File: config.mk
export PLATFORM = sky130hd
export DESIGN_NAME = bus_cycle_sequencer
export DESIGN_NICKNAME = d
export VERILOG_FILES = /design/src/rtl/bus_cycle_sequencer.sv
export SDC_FILE = /design/constraint.sdc
export NUM_CORES = 1
export LEC_CHECK = 0
export CORE_MARGIN = 4
export CORE_UTILIZATION = 46
export CTS_CLUSTER_DIAMETER = 100
export CTS_CLUSTER_SIZE = 20
export DETAILED_ROUTE_END_ITERATION = 6
export GPL_TIMING_DRIVEN = 1
export PLACE_DENSITY_LB_ADDON = 0.1
export SKIP_LAST_GASP = 1
export SYNTH_ARGS = -nofsm -noshare
export SYNTH_HDL_FRONTEND = slang
export SYNTH_SLANG_ARGS = --single-unit
File: constraint.sdc
create_clock -name clk -period 3.2 [get_ports clk]
set_clock_uncertainty 0.05 [all_clocks]
set_input_delay 0.64 -clock clk [delete_from_list [all_inputs] [get_ports clk]]
set_output_delay 0.64 -clock clk [all_outputs]
set_load 0.02 [all_outputs]
File: src/rtl/bus_cycle_sequencer.sv
// Arbiter and cycle sequencer for the shared multiplexed external bus: ADDR_HI, ADDR_LO, DATA.
// Optional macro BUS_RR_EN selects round-robin arbitration; undefined gives fixed priority.
module bus_cycle_sequencer #(
  parameter int NREQ     = 3,
  parameter int WAIT_MAX = 15,
  parameter int WAIT_W   = 4
) (
  input  logic                 clk,
  input  logic                 rst_n,
  input  logic [NREQ-1:0]      req,
  input  logic [16*NREQ-1:0]   addr_in,
  input  logic [NREQ-1:0]      we_in,
  input  logic [8*NREQ-1:0]    wdata_in,
  input  logic                 rdy_in,
  input  logic [7:0]           db_in,
  output logic [NREQ-1:0]      gnt,
  output logic [NREQ-1:0]      done,
  output logic                 err,
  output logic [7:0]           rdata,
  output logic [7:0]           ab_out,
  output logic                 ab_phase,
  output logic [7:0]           db_out,
  output logic                 db_oe,
  output logic                 rw
);

  localparam int IW = (NREQ > 1) ? $clog2(NREQ) : 1;

  // Handshake: a requester raises req and may drop it at any time after its grant;
  // done (with err on timeout) is a one-cycle pulse in the first IDLE cycle after DATA.
  typedef enum logic [1:0] {IDLE, ADDR_HI, ADDR_LO, DATA} state_t;

  state_t            state;
  logic [IW-1:0]     gidx;
  logic [15:0]       addr_q;
  logic              we_q;
  logic [7:0]        wdata_q;
  logic [WAIT_W-1:0] wcnt;

  logic              win_vld;
  logic [IW-1:0]     win_idx;
  logic [15:0]       sel_addr;
  logic              sel_we;
  logic [7:0]        sel_wdata;

`ifdef BUS_RR_EN
  logic [IW-1:0] ptr;
  int            scan;

  // Search starts at the pointer and wraps; the first live request wins.
  always_comb begin
    win_vld   = 1'b0;
    win_idx   = '0;
    sel_addr  = '0;
    sel_we    = 1'b0;
    sel_wdata = '0;
    scan      = 0;
    for (int k = 0; k < NREQ; k++) begin
      scan = int'(ptr) + k;
      if (scan >= NREQ) scan = scan - NREQ;
      if (!win_vld && req[scan]) begin
        win_vld   = 1'b1;
        win_idx   = IW'(scan);
        sel_addr  = addr_in[16*scan +: 16];
        sel_we    = we_in[scan];
        sel_wdata = wdata_in[8*scan +: 8];
      end
    end
  end
`else
  // Scan from the top down so the lowest requesting index is the last writer.
  always_comb begin
    win_vld   = 1'b0;
    win_idx   = '0;
    sel_addr  = '0;
    sel_we    = 1'b0;
    sel_wdata = '0;
    for (int k = NREQ - 1; k >= 0; k--) begin
      if (req[k]) begin
        win_vld   = 1'b1;
        win_idx   = IW'(k);
        sel_addr  = addr_in[16*k +: 16];
        sel_we    = we_in[k];
        sel_wdata = wdata_in[8*k +: 8];
      end
    end
  end
`endif

  always_ff @(posedge clk) begin
    if (!rst_n) begin
      state    <= IDLE;
      gidx     <= '0;
      addr_q   <= '0;
      we_q     <= 1'b0;
      wdata_q  <= '0;
      wcnt     <= '0;
      gnt      <= '0;
      done     <= '0;
      err      <= 1'b0;
      rdata    <= '0;
      ab_out   <= '0;
      ab_phase <= 1'b0;
      db_out   <= '0;
      db_oe    <= 1'b0;
      rw       <= 1'b1;
`ifdef BUS_RR_EN
      ptr      <= '0;
`endif
    end else begin
      done <= '0;
      err  <= 1'b0;
      case (state)
        IDLE: begin
          rw    <= 1'b1;
          db_oe <= 1'b0;
          if (win_vld) begin
            gidx     <= win_idx;
            addr_q   <= sel_addr;
            we_q     <= sel_we;
            wdata_q  <= sel_wdata;
            gnt      <= NREQ'(1) << win_idx;
            ab_out   <= sel_addr[15:8];
            ab_phase <= 1'b1;
            state    <= ADDR_HI;
`ifdef BUS_RR_EN
            ptr      <= (win_idx == IW'(NREQ - 1)) ? '0 : win_idx + 1'b1;
`endif
          end
        end
        ADDR_HI: begin
          ab_out   <= addr_q[7:0];
          ab_phase <= 1'b0;
          rw       <= ~we_q;
          state    <= ADDR_LO;
        end
        ADDR_LO: begin
          db_oe <= we_q;
          if (we_q) db_out <= wdata_q;
          state <= DATA;
        end
        DATA: begin
          // The cycle with rdy_in high wins even if it is also the last allowed wait.
          if (rdy_in || wcnt == WAIT_W'(WAIT_MAX - 1)) begin
            if (rdy_in && !we_q) rdata <= db_in;
            done  <= NREQ'(1) << gidx;
            err   <= ~rdy_in;
            gnt   <= '0;
            wcnt  <= '0;
            db_oe <= 1'b0;
            rw    <= 1'b1;
            state <= IDLE;
          end else begin
            wcnt <= wcnt + 1'b1;
          end
        end
        default: state <= IDLE;
      endcase
    end
  end

endmodule
# Word level (Yosys, flattened, before mapping)

Index checks and enable logic that the tools add are counted.

Eq/ne operators: 6
Bitwise operators: 2
Shift-type cells: 2
Reductions and logical operators: 17
Muxes and demuxes: 30
Add/subtract/negate cells: 1

Operators with widths:

| kind                                                 | count |
|---|---|
| 2-to-1 mux 16 bit                                    | 3 |
| 2-to-1 mux 8 bit                                     | 4 |
| case mux 8 bit (2 select lines)                      | 1 |
| AND reduction 2 bit                                  | 6 |
| 2-to-1 mux 2 bit                                     | 5 |
| 2-to-1 mux 1 bit                                     | 9 |
| AND reduction 3 bit                                  | 3 |
| case mux 2 bit (4 select lines)                      | 1 |
| 2-to-1 mux 3 bit                                     | 2 |
| case mux 1 bit (3 select lines)                      | 2 |
| case mux 3 bit (2 select lines)                      | 1 |
| nonzero test 3 bit                                   | 2 |
| left shift 1 x 2 -> 3 bit (first input constant)     | 2 |
| adder 4 x 1 -> 4 bit (second input constant)         | 1 |
| equality test 2 bit (second input constant)          | 2 |
| equality test 4 bit (second input constant)          | 1 |
| 2-to-1 mux 4 bit                                     | 1 |
| != test 2 bit (second input constant)                | 2 |
| nonzero test 2 bit                                   | 2 |
| equality test 2 x 1 -> 1 bit (second input constant) | 1 |
| zero test 2 bit                                      | 1 |
| inverter 1 bit                                       | 2 |
| case mux 1 bit (2 select lines)                      | 1 |
| logical AND 1 bit                                    | 1 |
| other kinds (2)                                      | 2 |

Input port bits: 89
Register bits after elaboration: 59
Output and inout port bits: 34

# Depth between registers and ports, before layout

Depth in word-level cells: 6
Mapped depth: 7
Mapped depth without buffers: 5

# Worst setup path before layout

No wires, ideal clock.

Path type: input port to flip-flop
From: input port req[1]
To: register we_q
Setup time: 0.117 ns
Data arrival time: 1.772 ns
Path slack: 1.260 ns
Required time: 3.033 ns
Stages on the path: 6
Cells stage by stage: buf_6 or3_1 nor2b_1 clkbuf_1 buf_2 a32o_1

Cells in the longest elaborated chain, start to end: 3
Elaborated cells on any way between the ends: 5
Those cells by class: mux: 4; reduce/logical: 1

RTL lines:

| element                       | RTL line | source |
|---|---|---|
| start, declared               | 10       | `input logic [NREQ-1:0] req,` |
| 2-to-1 mux 1 bit (2 in a row) | 79       | `if (req[k]) begin` |
| AND reduction 2 bit (no line) | -        |  |
| end signal, assigned          | 120      | `we_q <= sel_we;` |
| end, declared                 | 36       | `logic we_q;` |

Parallel ways exist; a longest one is shown, timed or not.
A chain may end at the register's enable or synchronous reset.

# Worst setup path in the final report

From: input port req[2]
To: register wdata_q[0]

Cells in the longest elaborated chain, start to end: 4
Elaborated cells on any way between the ends: 7
Those cells by class: mux: 6; reduce/logical: 1

RTL lines:

| element                       | RTL line | source |
|---|---|---|
| 2-to-1 mux 1 bit (3 in a row) | 79       |  |
| AND reduction 2 bit (no line) | -        |  |
| end signal, assigned          | 121      | `wdata_q <= sel_wdata;` |
| end, declared                 | 37       | `logic [7:0] wdata_q;` |

Parallel ways exist; a longest one is shown, timed or not.

==> impl_results.md <==
* Total GRT Usage at 22.5%
* Initial Util at 47.6%
* H-tree depth at 3
* Postcts setup bufs at 0
* Hold-fix buffers, CTS at 0
* Largest area contributor in the netlist: dfxtp_1
* CP top delay family: simple AND/OR/NAND/NOR gates
* Max frequency at 396 MHz
* Hold Vio Cnt, Final at 0
* Synth Instances at 310
* CP max stage delay at 0.98 ns
* Slew HR at 17.0%
* Crit Path Class: primary input to flip-flop
* Routability cong. at 0.885
* Main synth FF type: dfxtp_1
* Routed wire per std cell at 16.6 um
* Required time of the critical path at 3.43 ns
* Crit-path slowest cell: nor2b_1
* Root buf cell: clkbuf_8
* Post-synth cell types at 44
* PD cells at 649 nW/um^2
* Nets@finish at 520
* Worst slew pin tran at 1.24 ns
* Hold Path Class: flip-flop to flip-flop
* Clock transition at the registers of the reported paths at 0.07 ns
* Commonest cells in the netlist: dfxtp_1 (59), nand2_1 (40), a21oi_1 (21)
* Die area at 7480 sq um
* Flop pwr share at 36.0%
* RSZ-0062 raised after global routing: false
* Int Power at 1.83 mW
* Die Width at 86.5 um
* DR vias/cell at 5.65
* Synth-to-layout area growth at 51.4%
* Sequential fraction of the synthesis area at 41.7%
* Final Slew Violations at 0
* Min Tclk post-route at 2.53 ns
* Comb power frac at 38.0%
* Io pins at 123
* Post-synthesis compound-gate area fraction at 26.9%
* Tcrit/Tclk final at 79.0%
* CP startpoint kind: primary input
* Starting DRT DRC Count at 136
* Yosys warnings at 0
* Yosys top cell area share at 41.7%
* Sum of negative setup slack at 0 ns
* CTS sink cnt at 59
* Drt total wl at 8330 um
* Vias in the first global route at 2,785
* Number of diodes at 0
* TritonRoute pass-1 iters at 5
* Lkg Pwr at 1.65 nW
* Sw Share at 34.2%
* Post-Synth Simple-Gate Area at 17.7%
* DP Wirelength at 6040 um
* Wire length of the first global-routing pass at 13,200 um
* Clock power frac at 26.1%
* CTS tree: built
* Die height at 86.5 um
* Crit path cell chain: clkdlybuf4s50_1 -> or3_1 -> nor2b_1 -> a32o_1
* Largest net degree at the start of global routing at 36
* Post-CTS resize count at 0
* Seq cells post-synth at 59
* CP arrival at 2.76 ns
* Placed cell count at 487
* Inserted Clock Buffers at 9
* CP endpoint kind: flip-flop
* # DRC at 0
* # setup viols final at 0
* Status: finished, final reports clean
* Syn_nets at 407
* Critical-path maximum fanout at 17
* Initial antenna violation count at 0
* Cell row count at 28
* Grt ovf at 0
* Synth Area in Adders at 3.53%
* Vias post-DR at 2,842
* PortBufs at 122
* Post-Synth XOR/XNOR Area at 0.618%
* Async S/R FF share, synth at 0%
* Switch Pwr at 0.952 mW
* Synth top area cells: dfxtp_1 (42%), a32o_1 (6.0%), a221o_1 (5.3%)
* Clock Tree Buf Depth at 2
* Post-DP Area at 4080 sq um
* Layout cells sized above 1 at 7.24%
* Remaining antenna violation count at 0
* Peak supply drop at 0.313 mV
* Largest family of logic cells by synthesized area: compound AO/OA/AOI/OAI gates
* Synthesized area per cell at 9.14 sq um
* Non-filler instance count after layout at 503
* Clk_lat worst skew at 0.34 ns
* Total of max-cap violations at 0
* Mapped cell area at 2830 sq um
* Core area at 5960 sq um
* Mux contribution to synthesized area at 4.28%
* Final Instance Area at 4290 sq um
* EDFF count, synth at 0
* Worst Path Buf+Inv at 1
* Top-count cell post-synth: dfxtp_1
==> flip-flops by register name, summed over array words and instances, names as in the netlist, 3 cells and up <==
name and count:
ab_out 8, wcnt 4, gnt 3, addr_q 8, rdata 8, wdata_q 8, db_out 8, done 3
==> cells in the final DEF, fill, tap and decap left out, types with 9 or more instances in the layout <==
| master | count |
|---|---|
| clkdlybuf4s50_1 | 121 |
| dfxtp_1 | 59 |
| nand2_1 | 40 |
| a21oi_1 | 21 |
| nand2b_1 | 18 |
| a32o_1 | 17 |
| nor2_1 | 15 |
| a221o_1 | 15 |
| mux2i_1 | 11 |
| clkbuf_8 | 9 |
==> logic make-up (layout without fill, tap and decap cells) <==
logic type,Yosys count,count (layout)
and+or+nand+nor,99,99
muxes,12,12
AOI/OAI and AO/OA,95,95
xor gates and xnor gates,2,2
buffers and inverters,35,153
adders and majority gates,8,8
DFF,59,59
==> area by class of cell <==
type,instances,area [sq um]
fill,485,1670
clock buffer,11,131
timing repair buffer,130,1280
inverter,7,26.3
clock inverter,5,77.6
multi-input combinational,216,1500
sequential,59,1180
tap,75,93.8
==> worst min-delay path: stages, from the launching register on <==
cell and delay (ns):
dfxtp_1 0.31, nand2_1 0.05, a21oi_1 0.05
==> power groups by stage <==
stage          clock [mW]  sequential (mW)  combinational, mW
2_1_floorplan           0             1.07              0.599
3_3_place_gp            0             1.01               1.03
3_5_place_dp            0             1.01               1.04
4_1_cts             0.736             1.00               1.05
5_1_grt             0.768             1.02               1.14
6_report            0.725             1.00               1.06
==> layer usage <==
metal	GRT usage [%]	routed length (um)
met1	27.0	3250
met2	37.4	4170
met3	5.32	688
met4	11.6	215
met5	0	0
==> stage by stage <==
stage | hold slack (ns) | setup slack [ns] | util (%) | total power [mW]
global route | 0.418 | 0.520 | 72.0 | 2.93
CTS | 0.403 | 0.701 | 72.0 | 2.79
global placement | 0.391 | 0.435 | 68.5 | 2.04
detailed placement | 0.396 | 0.346 | 68.5 | 2.06
finish | 0.403 | 0.673 | 72.0 | 2.78
floorplan | 0.381 | 1.26 | - | 1.67
==> final timing paths <==
check	startpoint	to	slack, ns	cells after the start
worst max-delay path	req[2]	wdata_q[0]$_SDFFE_PN0P_	0.67	4
worst min-delay path	db_out[0]$_SDFFE_PN0P_	db_out[0]$_SDFFE_PN0P_	0.40	2
worst max register to register	state[0]$_SDFFE_PN0P_	wdata_q[0]$_SDFFE_PN0P_	0.74	5
worst min register to register	db_out[0]$_SDFFE_PN0P_	db_out[0]$_SDFFE_PN0P_	0.40	2
Note: power is estimated with default switching activity, not from simulation.
